--- config.mk ---
export PLATFORM = sky130hd
export DESIGN_NAME = key_cmd_gen
export DESIGN_NICKNAME = d
export VERILOG_FILES = /design/src/rtl/key_cmd_pkg.sv /design/src/rtl/rate_tick.sv /design/src/rtl/key_cmd_gen.sv
export SDC_FILE = /design/constraint.sdc
export NUM_CORES = 1
export LEC_CHECK = 0
export CORE_AREA = 10 10 199 201
export CTS_CLUSTER_DIAMETER = 80
export DETAILED_ROUTE_END_ITERATION = 7
export DIE_AREA = 0 0 209 211
export GPL_TIMING_DRIVEN = 0
export PLACE_DENSITY = 0.44
export SYNTH_ARGS = -nofsm -noshare
export SYNTH_HDL_FRONTEND = slang
export SYNTH_HIERARCHICAL = 1
export SYNTH_SLANG_ARGS = --single-unit
export TNS_END_PERCENT = 30
--- constraint.sdc ---
create_clock -name clk -period 3.9 [get_ports clk]
set_clock_uncertainty 0.2 [all_clocks]
set_input_delay 0.39 -clock clk [delete_from_list [all_inputs] [get_ports clk]]
set_output_delay 0.39 -clock clk [all_outputs]
set_load 0.02 [all_outputs]
--- src/rtl/key_cmd_pkg.sv ---
`default_nettype none
// ============================================================================
// Package     : key_cmd_pkg
// Description : Shared constants and types for the keyboard-to-command path.
//               - PS/2 scan codes for the keys the game reacts to
//               - Movement FSM state encoding. The state value is driven
//                 straight onto key_state, so the encoding is part of the
//                 output interface: 10 = left, 01 = right, 00 = none.
//               - Small helpers used by the direction hand-off logic
// Revision    : 1.0 - initial release
// ============================================================================
package key_cmd_pkg;

    localparam logic [8:0] KEY_LEFT    = 9'h01C;   // A
    localparam logic [8:0] KEY_RIGHT   = 9'h023;   // D
    localparam logic [8:0] KEY_ENTER   = 9'h05A;   // main Enter
    localparam logic [8:0] KEY_ENTER_R = 9'h15A;   // keypad Enter (E0-prefixed)

    typedef enum logic [1:0] {
        ST_IDLE  = 2'b00,
        ST_RIGHT = 2'b01,
        ST_LEFT  = 2'b10
    } state_t;

    // Opposite direction; only meaningful for ST_LEFT / ST_RIGHT.
    function automatic state_t other_dir(input state_t s);
        return (s == ST_LEFT) ? ST_RIGHT : ST_LEFT;
    endfunction

    // Scan code that holds a given direction; only meaningful for ST_LEFT / ST_RIGHT.
    function automatic logic [8:0] dir_code(input state_t s);
        return (s == ST_LEFT) ? KEY_LEFT : KEY_RIGHT;
    endfunction

endpackage
`default_nettype wire

--- src/rtl/rate_tick.sv ---
`default_nettype none
// ============================================================================
// Module      : rate_tick
// Description : Free-running pacing counter for held-key movement.
//               The counter runs 0..MOVE_PERIOD-1 while 'run' is high and
//               wraps. 'clear' restarts it at 0. 'tick' is combinational and
//               is high on the clear cycle and on every wrap, so the caller
//               can register it alongside the state that caused the clear.
// Ports       : clk   - system clock
//               rst   - asynchronous active-low reset
//               clear - restart counting (direction change / disabled)
//               run   - count this cycle
//               tick  - step request (comb)
// Revision    : 1.0 - initial release
// ============================================================================
module rate_tick #(
    parameter int MOVE_PERIOD = 1_000_000,
    parameter int CNT_W       = 20
) (
    input  logic clk,
    input  logic rst,
    input  logic clear,
    input  logic run,
    output logic tick
);

    localparam logic [CNT_W-1:0] C_LAST = CNT_W'(MOVE_PERIOD - 1);
    localparam logic [CNT_W-1:0] C_ONE  = CNT_W'(1);

    logic [CNT_W-1:0] r_cnt;
    logic             w_wrap;

    assign w_wrap = run && (r_cnt == C_LAST);
    assign tick   = clear || w_wrap;

    always_ff @(posedge clk or negedge rst) begin
        if (!rst) begin
            r_cnt <= '0;
        end else if (clear || w_wrap) begin
            r_cnt <= '0;
        end else if (run) begin
            r_cnt <= r_cnt + C_ONE;
        end
    end

endmodule
`default_nettype wire

--- src/rtl/key_cmd_gen.sv ---
`default_nettype none
// ============================================================================
// Module      : key_cmd_gen
// Description : Converts KeyboardDecoder output into game commands.
//               Tracks the held direction (last press wins, falls back to the
//               other direction key if it is still held), paces move ticks
//               while a direction is held, and emits one Enter pulse per
//               physical Enter press (typematic repeats are swallowed).
// Ports       : clk         - system clock
//               rst         - asynchronous active-low reset
//               key_down    - held-key bitmap indexed by scan code
//               last_change - scan code of the most recent make/break
//               key_valid   - 1-cycle strobe, key_down/last_change updated
//               enable      - 1 = game running, 0 = movement suppressed
//               key_state   - 10 left / 01 right / 00 none (registered)
//               move_tick   - 1-cycle step strobe (registered)
//               enter_pulse - 1-cycle Enter strobe (registered)
// Revision    : 1.0 - initial release
// ============================================================================
module key_cmd_gen
    import key_cmd_pkg::*;
#(
    parameter int MOVE_PERIOD = 1_000_000,
    parameter int CNT_W       = 20
) (
    input  logic         clk,
    input  logic         rst,
    input  logic [511:0] key_down,
    input  logic [8:0]   last_change,
    input  logic         key_valid,
    input  logic         enable,
    output logic [1:0]   key_state,
    output logic         move_tick,
    output logic         enter_pulse
);

    state_t r_state;
    state_t w_next;
    state_t w_evt_dir;
    state_t w_fallback;
    logic   w_is_make;
    logic   w_is_dir;
    logic   w_is_enter;
    logic   w_clear;
    logic   w_run;
    logic   w_tick;
    logic   r_move_tick;
    logic   r_enter_held;
    logic   r_enter_pulse;

    assign w_is_make  = key_down[last_change];
    assign w_is_dir   = (last_change == KEY_LEFT) || (last_change == KEY_RIGHT);
    assign w_is_enter = (last_change == KEY_ENTER) || (last_change == KEY_ENTER_R);
    assign w_evt_dir  = (last_change == KEY_LEFT) ? ST_LEFT : ST_RIGHT;

    // Where the FSM goes when the current direction key is released:
    // the other direction if it is still down, otherwise idle.
    assign w_fallback = key_down[dir_code(other_dir(r_state))] ? other_dir(r_state) : ST_IDLE;

    // ------------------------------------------------------------------
    // Movement FSM
    // ------------------------------------------------------------------
    always_ff @(posedge clk or negedge rst) begin
        if (!rst) begin
            r_state <= ST_IDLE;
        end else begin
            r_state <= w_next;
        end
    end

    always_comb begin
        w_next = r_state;
        if (!enable) begin
            w_next = ST_IDLE;
        end else if (key_valid) begin
            // Any decoder event this cycle wins over bitmap recovery.
            if (w_is_dir) begin
                if (w_is_make) begin
                    w_next = w_evt_dir;
                end else if (w_evt_dir == r_state) begin
                    w_next = w_fallback;
                end
            end
        end else begin
            // Recovery: resynchronise with the bitmap when an event was
            // missed (disabled period, reset, dropped break code).
            case (r_state)
                ST_LEFT, ST_RIGHT: begin
                    if (!key_down[dir_code(r_state)]) begin
                        w_next = w_fallback;
                    end
                end
                default: begin
                    if (key_down[KEY_LEFT]) begin
                        w_next = ST_LEFT;
                    end else if (key_down[KEY_RIGHT]) begin
                        w_next = ST_RIGHT;
                    end
                end
            endcase
        end
    end

    // ------------------------------------------------------------------
    // Move pacing. The counter restarts on every state change so the
    // first step lands together with the new key_state value.
    // ------------------------------------------------------------------
    assign w_clear = !enable || (w_next != r_state);
    assign w_run   = (r_state != ST_IDLE);

    rate_tick #(
        .MOVE_PERIOD (MOVE_PERIOD),
        .CNT_W       (CNT_W)
    ) u_rate_tick (
        .clk   (clk),
        .rst   (rst),
        .clear (w_clear),
        .run   (w_run),
        .tick  (w_tick)
    );

    always_ff @(posedge clk or negedge rst) begin
        if (!rst) begin
            r_move_tick <= 1'b0;
        end else begin
            // A clear caused by going idle must not produce a step.
            r_move_tick <= w_tick && (w_next != ST_IDLE);
        end
    end

    // ------------------------------------------------------------------
    // Enter edge detection, independent of enable
    // ------------------------------------------------------------------
    always_ff @(posedge clk or negedge rst) begin
        if (!rst) begin
            r_enter_held  <= 1'b0;
            r_enter_pulse <= 1'b0;
        end else begin
            r_enter_pulse <= key_valid && w_is_enter && w_is_make && !r_enter_held;
            if (key_valid && w_is_enter) begin
                r_enter_held <= w_is_make;
            end
        end
    end

    assign key_state   = r_state;
    assign move_tick   = r_move_tick;
    assign enter_pulse = r_enter_pulse;

endmodule
`default_nettype wire

=== After elaboration in Yosys (flattened, before gate mapping) ===
Index checks and enable logic that the tools add are counted.

* Word-level logic and storage cells: 56
* Bits of input ports: 525
* Bits in registers: 25
* Output and inout bits: 4

* $lt $le $gt $ge: 3
* Reductions and logical operators: 15
* Equality and inequality tests: 10
* Mux-type cells: 22
* Add/subtract/negate cells: 1

{| class="wikitable"
|+ Operator list
! kind !! number
|-
| $mux 20 || 2
|-
| $bmux 1 s9 || 3
|-
| $mux 2 || 12
|-
| $add 20x1->20 const B || 1
|-
| $eq 20x20->1 const B || 1
|-
| $lt 6x10->1 const B || 2
|-
| $mux 6 || 2
|-
| $lt 9x10->1 const B || 1
|-
| $eq 9x5->1 const B || 1
|-
| $eq 9x6->1 const B || 1
|-
| $eq 9x7->1 const B || 1
|-
| $eq 9x9->1 const B || 1
|-
| $reduce_bool 2->1 || 3
|-
| $logic_and 1x1->1 || 5
|-
| $eq 2x2->1 const B || 2
|-
| $logic_or 1x1->1 || 4
|-
| $mux 1 || 3
|-
| $eq 2x1->1 const B || 1
|-
| $eq 2x2->1 || 1
|-
| $logic_not 1->1 || 2
|-
| $ne 2x2->1 || 1
|-
| $reduce_or 2->1 || 1
|}

=== Logic depth before layout (Yosys ltp) ===
* Depth in word-level cells: 16
* Mapped depth: 17
* Mapped depth without buffers: 12

=== Modules after synthesis ===
The synthesis kept the hierarchy.

{| class="wikitable"
|+ Modules (own cells, without submodules)
! module !! cells each !! times used !! area an instance (um^2)
|-
| key_cmd_gen || 403 || 1 || 4843.4
|-
| rate_tick || 107 || 1 || 1011.0
|}

=== Worst setup path before layout ===
OpenSTA, ideal clock, no wires.

* Kind: input to register
* From: in last_change[0]
* To: reg r_move_tick (netlist: move_tick)
* Arrival time: 3431 ps
* Setup time: 119 ps
* Path buffers: 3
* Stages: 13
* Path slack: 150 ps
* Cell sequence: buf_6 buf_2 mux4_2 mux4_2 a311o_1 a31oi_2 o221ai_1 and4_1 o21ai_0 o211ai_1 a31o_2 clkbuf_1 o21a_1

* Word-level cells in the longest chain between the ends: 12
* Elaborated cells on any way between the ends: 17

{| class="wikitable"
|+ RTL lines
! what !! line !! text
|-
| start, declared || key_cmd_gen.sv:29 || <nowiki>input logic [8:0] last_change,</nowiki>
|-
| parallel branches: the longest is 5 deep, another holds $bmux 1 s9 || - ||
|-
| $mux 2 * || key_cmd_gen.sv:77 || <nowiki>if (w_is_dir) begin</nowiki>
|-
| $mux 2 * || key_cmd_gen.sv:75 || <nowiki>end else if (key_valid) begin</nowiki>
|-
| $mux 2 * || key_cmd_gen.sv:73 || <nowiki>if (!enable) begin</nowiki>
|-
| $ne 2x2->1 * || key_cmd_gen.sv:108 || <nowiki>assign w_clear = !enable || (w_next != r_state);</nowiki>
|-
| $logic_or 1x1->1 * || key_cmd_gen.sv:108 ||
|-
| named net w_clear || key_cmd_gen.sv:44 || <nowiki>logic w_clear;</nowiki>
|-
| $logic_or 1x1->1 * || rate_tick.sv:34 || <nowiki>assign tick = clear || w_wrap;</nowiki>
|-
| named net w_tick || key_cmd_gen.sv:46 || <nowiki>logic w_tick;</nowiki>
|-
| $logic_and 1x1->1 * || key_cmd_gen.sv:127 || <nowiki>r_move_tick <= w_tick && (w_next != ST_IDLE);</nowiki>
|-
| end signal, assigned || key_cmd_gen.sv:127 ||
|-
| end, declared || key_cmd_gen.sv:47 || <nowiki>logic r_move_tick;</nowiki>
|}

Mark *: on every way through the listed nets, which the timed path passes. The select of a mux whose other input is x is not followed.
A chain may end at the register's enable or synchronous reset.

=== Final worst setup path ===
* From: in key_down[291]
* To: reg r_move_tick (netlist: move_tick)

* Word-level cells in the longest chain between the ends: 12
* Elaborated cells on any way between the ends: 19

{| class="wikitable"
|+ RTL lines
! what !! line !! text
|-
| start, declared || key_cmd_gen.sv:28 || <nowiki>input logic [511:0] key_down,</nowiki>
|-
| $bmux 1 s9 || key_cmd_gen.sv:58 || <nowiki>assign w_fallback = key_down[dir_code(other_dir(r_state))] ? other_dir(r_state) : ST_IDLE;</nowiki>
|-
| $mux 1 (implied by the code) || key_cmd_gen.sv:58 ||
|-
| $mux 2 || key_cmd_gen.sv:58 ||
|-
| $mux 2 || key_cmd_gen.sv:80 || <nowiki>end else if (w_evt_dir == r_state) begin</nowiki>
|-
| $mux 2 || key_cmd_gen.sv:78 || <nowiki>if (w_is_make) begin</nowiki>
|-
| $mux 2 || key_cmd_gen.sv:77 ||
|-
| $mux 2 * || key_cmd_gen.sv:75 ||
|-
| $mux 2 * || key_cmd_gen.sv:73 ||
|-
| $ne 2x2->1 * || key_cmd_gen.sv:108 ||
|-
| $logic_or 1x1->1 * || key_cmd_gen.sv:108 ||
|-
| named net w_clear || key_cmd_gen.sv:44 ||
|-
| $logic_or 1x1->1 * || rate_tick.sv:34 ||
|-
| named net w_tick || key_cmd_gen.sv:46 ||
|-
| $logic_and 1x1->1 * || key_cmd_gen.sv:127 ||
|}

The timed path passes the listed nets; every way through them passes the cells marked *. The select of a mux whose other input is x is not followed.

==> impl_metrics.toml <==
[timing]
whs_ns = 0.264
worst_slew_pin_slew_ns = 1.13
final-setup-viol-count = 0
max_slew_margin_pct = 24.4
finalCritPeriodShare_pct = 99.7
hold_viol = 0
rsz0062_at_grt = "yes"
final_max_slew_viol_count = 0
finalCriticalPeriod_ns = 3.89
fmax_mhz = 257

[grt]
grt_pass1_vias = 8192
antenna_found_initial = 12
grt_pass1_wl_um = 65700
grt_usage_pct = 21.0
grt_start_max_net_pins = 26
overflow = 0

[setup_path]
crit_slowest_cell = "mux4_2"
cp.arrival_ns = 3.83
path_delay_family = "multiplexers"
slowest_delay_ns = 0.53
reg2reg_to = "move_tick"
critPathLaunchType = "input pin"
crit_fanout = 10
reg2reg_slack_ns = 0.49
criticalPathCategory = "in -> reg"
cp_data_required_time_ns = 3.85
end_kind = "register"
cp_cell_sequence = "clkdlybuf4s50_1 -> mux4_2 -> mux4_2 -> mux2_4 -> nand3_2 -> o211ai_1 -> a31oi_4 -> o221ai_2 -> and4_1 -> o21ai_2 -> o211ai_1 -> a31o_2 -> buf_6 -> o21a_1"
worst_r2r_startpoint = "key_state[0]"
r2r_cells = 11
critPathBufInv = 2

[synth]
synth-seq-area-share_pct = 10.7
synth_seq_cells = 25
ys_types = 64
syn_nets = 1038
syn_area_mm2 = 0.00585
synth-edff-count = 0
synth_cells = 510
async_flop_share_pct = 100
syn_avg_cell_area_um2 = 11.5
yosysWarnings = 6
synth_flop_cell = "dfrtp_1"

[hold_path]
min_path_type = "reg -> reg"
hold_path_depth = 1
min_from = "r_enter_held"
hold_end = "enter_pulse"

[cells_and_area]
fill_cells = 3619
fin_nets = 1579
seqCellArea_um2 = 626
utilization_pct = 35.5
layout_common_cells = "clkdlybuf4s50_1 (514), mux4_2 (124), mux2i_1 (41)"
final_layout_size_suffix_gt1_share_pct = 23.9
mostFrequentLayoutCell = "clkdlybuf4s50_1"
multi_input_area_mm2 = 0.00521
syn2layout_area_growth_pct = 115

[power_and_ir_drop]
p_per_area_mw_per_mm2 = 146
peakVddDrop_uv = 244
p_leak_nw = 4.50

[floorplanning]
ios = 529
die_area_mm2 = 0.0441
dieWidth_um = 209
die_y_um = 211
num_rows = 69
start_util_pct = 16.5
fp.coreArea_mm2 = 0.0354

[route]
ant_nets = 0
drc = 0
routed_wirelength_um = 49000
dr.first_iter.drc_count = 413
num_vias = 7161
wire_per_inst_um = 32.2
drt_pass1_iterations = 5
drt-vias-per-instance = 4.71

[cts]
cts_tree = "done"
insertion_delay_ns = 0.26
cts_root_buf = "clkbuf_16"
cts_sinks = 25
clockBufferDepth = 2
htree_num_levels = 1
cts_buffers = 3
clk_pin_slew_ns = 0.06
hold_buffers = 0

[status]
outcome = "finished clean"

[placed_design]
place_hpwl_um = 44200
io_buffers = 524
place.gp.congestion = 0.834

[job]
drv_cap = 0
[synth_stat cells, types with 3 or more instances]
cell | count | area [um^2]
a211oi_1 | 3 | 22.5
a21oi_1 | 17 | 85.1
a221oi_1 | 3 | 26.3
a22o_1 | 5 | 43.8
a22oi_1 | 10 | 75.1
a31oi_1 | 4 | 25.0
buf_1 | 6 | 22.5
buf_2 | 17 | 85.1
buf_4 | 8 | 60.1
buf_6 | 5 | 56.3
clkbuf_1 | 14 | 52.6
dfrtp_1 | 25 | 626
ha_1 | 3 | 37.5
inv_1 | 12 | 45.0
mux2_2 | 3 | 33.8
mux2i_1 | 57 | 571
mux4_2 | 124 | 2790
nand2_1 | 21 | 78.8
nand2b_1 | 4 | 25.0
nand3_1 | 13 | 65.1
nand4_1 | 5 | 31.3
nor2_1 | 33 | 124
nor2b_1 | 7 | 43.8
nor3_1 | 11 | 55.1
nor4_1 | 3 | 18.8
o2111ai_1 | 3 | 26.3
o211a_1 | 3 | 30.0
o211ai_1 | 3 | 22.5
o21ai_0 | 13 | 65.1
o22ai_1 | 4 | 25.0
o31ai_1 | 4 | 30.0
or3_1 | 6 | 37.5
or4_1 | 6 | 45.0
xnor2_1 | 12 | 105
[worst max-delay path by stage]
stage	startpoint	to	slack (ns)	cells past startpoint
after floorplan	last_change[0]	move_tick	0.15	13
after global placement	last_change[1]	move_tick	-2.06	16
after detailed placement	last_change[1]	move_tick	-2.04	16
after CTS	last_change[3]	move_tick	0.006	16
after global routing	last_change[5]	move_tick	-0.13	15
final	key_down[291]	move_tick	0.01	14
[per-stage QoR]
| step | TNS, ns | instance area, um^2 | setup slack, ns | std cells | power, W |
|---|---|---|---|---|---|
| 3_5_place_dp | -45.56 | 11700 | -2.04 | 1495 | 0.00151 |
| 2_1_floorplan | 0 | 5850 | 0.150 | 510 | 0.000760 |
| 3_3_place_gp | -45.57 | 11700 | -2.06 | 1495 | 0.00150 |
| 6_report | 0 | 12600 | 0.0132 | 1520 | 0.00184 |
| 5_1_grt | -1.68 | 12600 | -0.135 | 1518 | 0.00193 |
| 4_1_cts | 0 | 12300 | 0.00599 | 1502 | 0.00182 |
[per-layer routing]
layer	track usage, %	part of all wire, %	vias to the layer above	routed length [um]
met5	0	0.084	-	41
met4	2.93	0.46	6	224
met3	6.68	7.6	20	3720
met2	38.9	54	280	26400
met1	23.3	38	3595	18600
li1	-	-	3260	-
[sequential cells by signal (all words and copies together) (netlist names)]
register	count
u_rate_tick/r_cnt	20
key_state	2
move_tick	1
r_enter_held	1
enter_pulse	1
[cell type report]
type / instances / share of cell area (%)
Buffer: 49 / 5.07
Sequential cell: 25 / 4.98
Inverter: 14 / 0.428
Tap cell: 461 / 4.59
Clock buffer: 4 / 0.627
Multi-Input combinational cell: 421 / 41.5
Antenna cell: 9 / 0.179
Timing Repair Buffer: 537 / 42.7
[timing repair]
item                       in CTS  in global routing
buffers inserted                4                  8
resized for setup             163                 47
pin swaps                       6                  8
gates cloned                    0                  1
setup endpoints to repair      25                 20
hold endpoints to repair        0                  0
[where the power goes]
part	switching, W	internal [W]	leakage (nW)	total, W
clock	0.0000862	0.000140	0.0382	0.000226
sequential	0.00000855	0.000265	0.346	0.000274
combinational	0.000481	0.000859	4.12	0.00134
[kinds of logic after synthesis]
group / synth area share [%]
compound gates: 11.5
mux: 58.0
fa+ha+maj: 0.641
buf+inv: 5.62
flops: 10.7
simple gates: 11.5
xor+xnor: 2.09
(Power assumes the default switching activity.)
